$ cat config.mk
export PLATFORM = sky130hd
export DESIGN_NAME = lsu_access_ctrl
export DESIGN_NICKNAME = d
export VERILOG_FILES = /design/src/rtl/lsu_pkg.sv /design/src/rtl/lsu_lane_mask.sv /design/src/rtl/lsu_access_ctrl.sv
export SDC_FILE = /design/constraint.sdc
export NUM_CORES = 1
export LEC_CHECK = 0
export ABC_AREA = 0
export BUFFER_PORTS_ARGS = -buffer_cell sky130_fd_sc_hd__buf_2
export CAP_MARGIN = 40
export CORE_MARGIN = 5
export CORE_UTILIZATION = 55
export DETAILED_ROUTE_END_ITERATION = 8
export PLACE_DENSITY_LB_ADDON = 0.12
export RECOVER_POWER = 100
export REMOVE_ABC_BUFFERS = 1
export SETUP_SLACK_MARGIN = 0.15
export SLEW_MARGIN = 40
export SYNTH_ARGS = -nofsm -noshare
export SYNTH_HDL_FRONTEND = slang
export SYNTH_SLANG_ARGS = --single-unit
$ cat constraint.sdc
create_clock -name clk_i -period 6 [get_ports clk_i]
set_clock_uncertainty 0.15 [all_clocks]
set_input_delay 1.2 -clock clk_i [delete_from_list [all_inputs] [get_ports clk_i]]
set_output_delay 1.2 -clock clk_i [all_outputs]
set_load 0.05 [all_outputs]
$ cat src/rtl/lsu_pkg.sv
// rtl/lsu_pkg.sv - shared size encodings, FSM states and data-alignment helpers
package lsu_pkg;

  localparam logic [1:0] SIZE_B   = 2'b00;
  localparam logic [1:0] SIZE_H   = 2'b01;
  localparam logic [1:0] SIZE_W   = 2'b10;
  localparam logic [1:0] SIZE_ILL = 2'b11;

  typedef enum logic [1:0] {IDLE, BEAT0, BEAT1, RESP} state_e;

  function automatic logic [63:0] store_wide(input logic [31:0] wdata, input logic [1:0] off);
    return {32'b0, wdata} << {off, 3'b000};
  endfunction

  // Right-justify the two-beat read buffer, then truncate and extend by access size.
  function automatic logic [31:0] load_extend(input logic [63:0] data, input logic [1:0] off,
                                              input logic [1:0] size, input logic uns);
    logic [31:0] raw;
    raw = 32'(data >> {off, 3'b000});
    case (size)
      SIZE_B:  return uns ? {24'b0, raw[7:0]}  : {{24{raw[7]}}, raw[7:0]};
      SIZE_H:  return uns ? {16'b0, raw[15:0]} : {{16{raw[15]}}, raw[15:0]};
      default: return raw;
    endcase
  endfunction

endpackage

$ cat src/rtl/lsu_lane_mask.sv
// rtl/lsu_lane_mask.sv - byte-lane span decoder for possibly misaligned accesses
module lsu_lane_mask import lsu_pkg::*; (
  input  logic [1:0] addr_lo_i,
  input  logic [1:0] size_i,
  output logic [6:0] span_o,
  output logic       split_o
);

  logic [6:0] base;

  always_comb begin
    base = 7'b0;
    case (size_i)
      SIZE_B:  base = 7'b0000001;
      SIZE_H:  base = 7'b0000011;
      SIZE_W:  base = 7'b0001111;
      default: base = 7'b0;
    endcase
  end

  assign span_o  = base << addr_lo_i;
  assign split_o = |span_o[6:4];

endmodule

$ cat src/rtl/lsu_access_ctrl.sv
// rtl/lsu_access_ctrl.sv - load/store access controller splitting misaligned requests into bus beats
module lsu_access_ctrl import lsu_pkg::*; (
  input  logic        clk_i,
  input  logic        rstn_i,
  input  logic        req_valid_i,
  output logic        req_ready_o,
  input  logic        req_we_i,
  input  logic [31:0] req_addr_i,
  input  logic [1:0]  req_size_i,
  input  logic        req_unsigned_i,
  input  logic [31:0] req_wdata_i,
  output logic        resp_valid_o,
  output logic [31:0] resp_rdata_o,
  output logic        resp_err_o,
  output logic        mem_req_o,
  output logic [31:0] mem_addr_o,
  output logic        mem_we_o,
  output logic [3:0]  mem_be_o,
  output logic [31:0] mem_wdata_o,
  input  logic        mem_ack_i,
  input  logic [31:0] mem_rdata_i
);

  state_e      state_q;
  logic        req_ready_q, resp_valid_q, resp_err_q;
  logic [31:0] resp_rdata_q;
  logic        mem_req_q, mem_we_q;
  logic [31:0] mem_addr_q, mem_wdata_q;
  logic [3:0]  mem_be_q;
  logic [63:0] buf_q;
  logic [1:0]  off_q, size_q;
  logic        uns_q, we_q;
  logic [2:0]  span_hi_q;
  logic [31:0] wide_hi_q;

  logic [6:0]  span_d;
  logic        split_d;
  logic [63:0] wide_d;

  lsu_lane_mask u_lane_mask (
    .addr_lo_i (req_addr_i[1:0]),
    .size_i    (req_size_i),
    .span_o    (span_d),
    .split_o   (split_d)
  );

  assign wide_d = store_wide(req_wdata_i, req_addr_i[1:0]);

  always_ff @(posedge clk_i) begin
    if (!rstn_i) begin
      state_q      <= IDLE;
      req_ready_q  <= 1'b1;
      resp_valid_q <= 1'b0;
      resp_err_q   <= 1'b0;
      resp_rdata_q <= '0;
      mem_req_q    <= 1'b0;
      mem_we_q     <= 1'b0;
      mem_be_q     <= '0;
      mem_addr_q   <= '0;
      mem_wdata_q  <= '0;
      buf_q        <= '0;
      off_q        <= '0;
      size_q       <= '0;
      uns_q        <= 1'b0;
      we_q         <= 1'b0;
      span_hi_q    <= '0;
      wide_hi_q    <= '0;
    end else begin
      case (state_q)
        IDLE: begin
          if (req_valid_i && req_ready_q) begin
            req_ready_q <= 1'b0;
            off_q       <= req_addr_i[1:0];
            size_q      <= req_size_i;
            uns_q       <= req_unsigned_i;
            we_q        <= req_we_i;
            span_hi_q   <= span_d[6:4];
            wide_hi_q   <= wide_d[63:32];
            if (req_size_i == SIZE_ILL) begin
              state_q      <= RESP;
              resp_valid_q <= 1'b1;
              resp_err_q   <= 1'b1;
              resp_rdata_q <= '0;
            end else begin
              state_q     <= BEAT0;
              mem_req_q   <= 1'b1;
              mem_we_q    <= req_we_i;
              mem_addr_q  <= {req_addr_i[31:2], 2'b00};
              mem_be_q    <= span_d[3:0];
              mem_wdata_q <= wide_d[31:0];
            end
          end
        end
        BEAT0: begin
          if (mem_ack_i) begin
            mem_req_q <= 1'b0;
            if (!we_q) buf_q[31:0] <= mem_rdata_i;
            if (|span_hi_q) begin
              // Beat1 is staged during the mandatory idle cycle; mem_req rises next cycle.
              state_q     <= BEAT1;
              mem_addr_q  <= mem_addr_q + 32'd4;
              mem_be_q    <= {1'b0, span_hi_q};
              mem_wdata_q <= wide_hi_q;
            end else begin
              state_q      <= RESP;
              resp_valid_q <= 1'b1;
              resp_rdata_q <= we_q ? '0 : load_extend({buf_q[63:32], mem_rdata_i}, off_q, size_q, uns_q);
            end
          end
        end
        BEAT1: begin
          if (!mem_req_q) begin
            mem_req_q <= 1'b1;
          end else if (mem_ack_i) begin
            mem_req_q    <= 1'b0;
            state_q      <= RESP;
            resp_valid_q <= 1'b1;
            if (!we_q) buf_q[63:32] <= mem_rdata_i;
            resp_rdata_q <= we_q ? '0 : load_extend({mem_rdata_i, buf_q[31:0]}, off_q, size_q, uns_q);
          end
        end
        default: begin
          state_q      <= IDLE;
          req_ready_q  <= 1'b1;
          resp_valid_q <= 1'b0;
          resp_err_q   <= 1'b0;
          resp_rdata_q <= '0;
        end
      endcase
    end
  end

  assign req_ready_o  = req_ready_q;
  assign resp_valid_o = resp_valid_q;
  assign resp_err_o   = resp_err_q;
  assign resp_rdata_o = resp_rdata_q;
  assign mem_req_o    = mem_req_q;
  assign mem_we_o     = mem_we_q;
  assign mem_be_o     = mem_be_q;
  assign mem_addr_o   = mem_addr_q;
  assign mem_wdata_o  = mem_wdata_q;

endmodule

== After elaboration in Yosys (flattened, before gate mapping) ==
Index checks and enable logic that the tools add are counted.
Cells by class
  $add $sub $neg: 1
  eq/ne operators: 14
  shifts and indexed selects: 4
  multiplexer cells: 54
  bitwise logic cells: 3
  reduce and logical (&&, ||, !) cells: 18
Operators by type and width (count)
  $mux 32: 20
  $pmux 32 s2: 4
  $shr 64x5->32: 2
  $pmux 32 s3: 1
  $shl 32x5->64: 1
  $add 32x3->32 const B: 1
  $mux 4: 4
  $ne 2x2->1 const B: 8
  $mux 1: 13
  $pmux 4 s3: 1
  $reduce_and 4->1: 3
  $mux 2: 5
  $reduce_and 3->1: 3
  $pmux 4 s2: 1
  $shl 4x2->7: 1
  $eq 2x1->1 const B: 3
  $eq 2x2->1 const B: 3
  $logic_not 2->1: 3
  $pmux 1 s3: 2
  $pmux 2 s3: 1
  $reduce_and 6->1: 1
  $reduce_and 5->1: 1
  $pmux 1 s2: 2
  $reduce_and 2->1: 2
  other kinds (6): 8
Word-level totals
  flip-flop bits (word level): 212
  input bits: 104
  output and inout bits: 105
  logic and storage cells: 112

== Logic depth before layout (Yosys ltp) ==
  depth after elaboration: 7
  gate-level depth with buffers: 9
  gate-level depth less buffers: 7

== Hierarchy ==
Synthesis repeated with hierarchy kept, for this count alone.
Unflattened totals
  cell total of the unflattened synthesis: 1316
  area total of the unflattened synthesis: 10616.4 um2
Modules (own cells, without submodules)
  lsu_access_ctrl: times used 1, cells each 1293, area an instance 10440.0 um2, sequential area each 3883.7 um2
  lsu_lane_mask: times used 1, cells each 23, area an instance 176.4 um2, sequential area each 0.0 um2

== Worst setup path after synthesis ==
No wires, ideal clock.
  path kind: input -> register
  from: input port req_size_i[0]
  to: register mem_addr_q[2], in the netlist mem_addr_o[2]
  setup time: 0.095 ns
  arrival: 2.716 ns
  required time: 5.755 ns
  path slack: 3.039 ns
  stages on the path: 6
  path buffers: 1
  cell sequence: ha_1 -> nand3b_1 -> a22oi_1 -> clkbuf_1 -> o21ai_0 -> a221oi_1
Between the ends
  word-level cells in the longest chain between the ends: 3
RTL lines
  from (decl): line lsu_access_ctrl.sv:9  | input logic [1:0] req_size_i,
  $eq 2x2->1: line lsu_access_ctrl.sv:79  | if (req_size_i == SIZE_ILL) begin
  $ne 2x2->1 (no line)
  $reduce_and 5->1 (no line)
  to (signal assigned): line lsu_access_ctrl.sv:88  | mem_addr_q <= {req_addr_i[31:2], 2'b00};
  to (signal assigned): line lsu_access_ctrl.sv:101  | mem_addr_q <= mem_addr_q + 32'd4;
  to (decl): line lsu_access_ctrl.sv:28  | logic [31:0] mem_addr_q, mem_wdata_q;
No other way between the ends.
A chain may end at the register's enable or synchronous reset.

== Worst setup path after layout ==
  from: input port req_addr_i[1]
  to: register mem_wdata_q[20], in the netlist mem_wdata_o[20]
Between the ends
  word-level cells in the longest chain between the ends: 4
RTL lines
  from (decl): line lsu_access_ctrl.sv:8  | input logic [31:0] req_addr_i,
  $shl 32x5->64: line lsu_pkg.sv:12  | return {32'b0, wdata} << {off, 3'b000};
  $mux 32: line lsu_access_ctrl.sv:79
  $mux 32: line lsu_access_ctrl.sv:71  | if (req_valid_i && req_ready_q) begin
  $pmux 32 s2: line lsu_access_ctrl.sv:69  | case (state_q)
  to (signal assigned): line lsu_access_ctrl.sv:90  | mem_wdata_q <= wide_d[31:0];
  to (signal assigned): line lsu_access_ctrl.sv:103  | mem_wdata_q <= wide_hi_q;
  to (decl): line lsu_access_ctrl.sv:28
No other way between the ends. The select of a mux whose other input is x is not followed.

==> summary.txt <==
Worst setup path
  • Slowest stage cell on the critical path: clkbuf_1
  • Worst stage delay on the critical path: 1.12 ns
  • Flop2flop setup slack: 1.73 ns
  • Critical path startpoint category: input pin
  • Max FO, Critical Path: 33
  • CP endpoint kind: flop
  • Crit-path cells: clkbuf_1 > clkinv_1 > nor2_1 > a221oi_1 > o31ai_1 > and2_0
  • Critical path class: input pin to flop
  • Start of the worst register-to-register path: state_q[1]$_SDFFE_PN0P_
  • Worst-case reg-to-reg path depth: 6
  • Critical Path RT: 6.24 ns
  • Reg2reg end: buf_q[11]$_SDFFE_PN0P_
  • Crit path DAT: 4.72 ns

Clocking
  • Worst-skew pair later-pin latency: 0.45 ns
  • CTS root buf: clkbuf_16
  • CTS tree: yes
  • H-tree depth: 4
  • # clock sinks: 194
  • Clock buffer count from CTS: 17
  • Post-CTS sizing: 0
  • Cts hold-fix bufs: 0
  • Clock transition at path regs: 0.08 ns
  • Maximum root-to-sink buffer count: 2
  • Post-CTS Setup Bufs: 0

Power and ir drop
  • Combinational Power Share: 48.3%
  • Seq pwr share: 32.8%
  • Clock Power Share: 18.9%
  • Int Power: 2853 uW
  • Sw Ratio: 49.27%
  • Leak Pwr: 0.004102 uW
  • Peak supply drop: 280.8 uV
  • Tot Pwr: 5625 uW
  • P_sw: 2771 uW
  • P per Cell Area: 481.5 nW/um2

Yosys
  • Unique masters post-synth: 65
  • Register bit count reported by yosys: 194
  • Post-synth top flop: dfxtp_1
  • Asr flop ratio synth: 0%
  • Synth Instances: 1270
  • Sequential area share after synthesis: 37.79%
  • Avg Cell Area, Syn: 8.091 um2
  • Mapped Area: 10280 um2
  • Ys Warns: 0
  • Number of synthesized flops with an enable pin: 0

Cells and area
  • Antenna diode count: 0
  • Non-filler instance count after layout: 1646
  • Commonest cells after routing, fill and taps aside: nand2_1 (225), dfxtp_1 (193), a21oi_1 (127), clkbuf_1 (113), buf_2 (101)
  • Synth-to-Final Area Change: 13.69%
  • Fill count: 1764
  • Final core utilization: 62.88%
  • Commonest non-fill, non-tap cell in the layout: nand2_1
  • Layout cells sized above 1: 13.60%
  • Final Net Count: 1511

Die
  • Initial Utilization: 55.31%
  • Die ar.: 21520 um2
  • Chip Width: 146.7 um
  • Num rows: 50
  • Die Ht: 146.7 um
  • IO Count: 209
  • Core footprint: 18580 um2

Placed design
  • Hpwl dp: 20620 um
  • Routability Congestion: 0.8569
  • Port Buffers: 206
  • Placed Cells: 1615

Routing
  • WL/cell: 19.07 um
  • Final wirelength: 31400 um
  • First-pass iteration count of the detailed router: 5
  • Via density: 6.327
  • DRT iter0 DRCs: 819
  • Vias: 10415
  • Number of nets still failing antenna checks after routing: 0
  • Post-route DRC: 0

STA
  • Final-report hold violation count: 0
  • Count of final max-slew check failures: 135
  • Peak Freq: 0.2232 GHz
  • Worst relative slew slack: -40.60%
  • RSZ-0062 raised after global routing: false
  • Final setup viols: 0
  • Hold Slack: 0.3038 ns
  • Min Tclk post-route: 4.481 ns
  • Measured slew at the worst slew-check pin: 2.109 ns
  • Setup TNS: 0 ns
  • Period utilization: 74.69%

Outcome
  • Failing checks: capacitance limit, slew limit
  • Status: finished, violations left

Global route
  • GR Overflow Total: 0
  • Largest net degree at the start of global routing: 79
  • First-pass GRT wire length: 50520 um
  • Tot GR Track Use: 28.21%
  • Initial antenna violation count: 1
  • Vias in the first global route: 9957

Min path
  • Hold depth: 2
  • Hold Crit Endpoint: mem_wdata_o[28]$_SDFFE_PN0P_
  • Hold path startpoint: mem_wdata_o[28]$_SDFFE_PN0P_
  • Worst min-delay path category: flop to flop

Job
  • Max-cap violations: 4
[sequential cells by signal, indices dropped and copies added, names as in the netlist, 2 cells and up]
| register | count |
|---|---|
| buf_q | 56 |
| mem_wdata_o | 32 |
| resp_rdata_o | 32 |
| mem_addr_o | 30 |
| wide_hi_q | 24 |
| mem_be_o | 4 |
| span_hi_q | 3 |
| off_q | 2 |
| size_q | 2 |
| state_q | 2 |
[cell type report]
class	instances	area (um2)	share of cell area, %
Sequential cell	194	3887	33.28
Clock inverter	10	80.08	0.6854
Tap cell	234	292.8	2.506
Multi-Input combinational cell	949	5902	50.52
Clock buffer	21	450.4	3.856
Inverter	15	61.31	0.5248
Timing Repair Buffer	223	1008	8.632
[critical path: cells and delay by family]
| kind | cells | cell delay, ns |
|---|---|---|
| AOI/OAI and AO/OA | 2 | 0.43 |
| buffers and inverters | 2 | 2.12 |
| and+or+nand+nor | 2 | 0.96 |
[power by group through the flow]
| stage | clock network (uW) | registers, uW | logic (uW) |
|---|---|---|---|
| floorplan | 0 | 2490 | 1350 |
| global placement | 0 | 1860 | 2710 |
| detailed placement | 0 | 1860 | 2760 |
| CTS | 1070 | 1830 | 2770 |
| global route | 1130 | 1880 | 2940 |
| finish | 1060 | 1850 | 2710 |
[stage by stage]
stage / setup WS, ns / area, um2
2_1_floorplan: 0.9716 / 9808
3_3_place_gp: 2.259 / 11290
3_5_place_dp: 2.189 / 11300
4_1_cts: 2.583 / 11830
5_1_grt: 1.200 / 11680
6_report: 1.519 / 11680
[cells in the mapped netlist, drive strengths merged (10+ instances only)]
cell / instances / share of area (%)
nor2b: 10 / 0.61
inv: 14 / 0.51
clkbuf: 85 / 3.1
o221ai: 20 / 1.7
a221oi: 37 / 3.2
o22ai: 17 / 1.0
a31oi: 12 / 0.73
nand2: 226 / 8.3
and2: 16 / 0.97
mux2: 24 / 2.6
o221a: 11 / 1.2
nor2: 86 / 3.2
buf: 28 / 1.5
nor3: 43 / 2.1
dfxtp: 194 / 38
o31ai: 10 / 0.73
nand4: 11 / 0.67
mux2i: 91 / 8.9
o22a: 16 / 1.4
nand3: 47 / 2.3
o21ai: 36 / 1.8
a21oi: 127 / 6.2
a221o: 17 / 1.7
[logic make-up (layout without fill, tap and decap cells)]
family                   after synthesis  after routing  synth area share (%)
multiplexers                         117            117                 11.93
flip-flops                           194            194                 37.79
AND/OR/NAND/NOR                      472            472                 20.63
AO/OA/AOI/OAI                        350            350                 23.54
buffers and inverters                128            269                 5.138
other                                  1              2               0.03649
adder cells (fa/ha/maj)                7              7                0.8523
XOR/XNOR                               1              1               0.08525
[metal layers]
layer  GRT usage [%]  up-vias  part of all wire [%]
li1                -     4922                     -
met1           36.39     4959                    42
met2           46.65      467                    47
met3           6.138       65                   8.1
met4           10.21        2                   2.5
met5               0        -                 0.032
[how the worst max path moves through the flow]
stage | start | to | slack [ns] | cells past startpoint
after floorplan | state_q[1]$_SDFFE_PN0P_ | resp_rdata_o[16]$_SDFFE_PN0P_ | 0.97 | 7
after global placement | req_size_i[0] | mem_addr_o[26]$_SDFFE_PN0P_ | 2.26 | 8
after detailed placement | req_addr_i[1] | mem_wdata_o[20]$_SDFFE_PN0P_ | 2.19 | 6
after CTS | state_q[1]$_SDFFE_PN0P_ | resp_rdata_o[28]$_SDFFE_PN0P_ | 2.58 | 9
after global routing | req_addr_i[1] | mem_wdata_o[16]$_SDFFE_PN0P_ | 1.20 | 6
final | req_addr_i[1] | mem_wdata_o[20]$_SDFFE_PN0P_ | 1.52 | 6
Note: power is estimated with default switching activity, not from simulation.
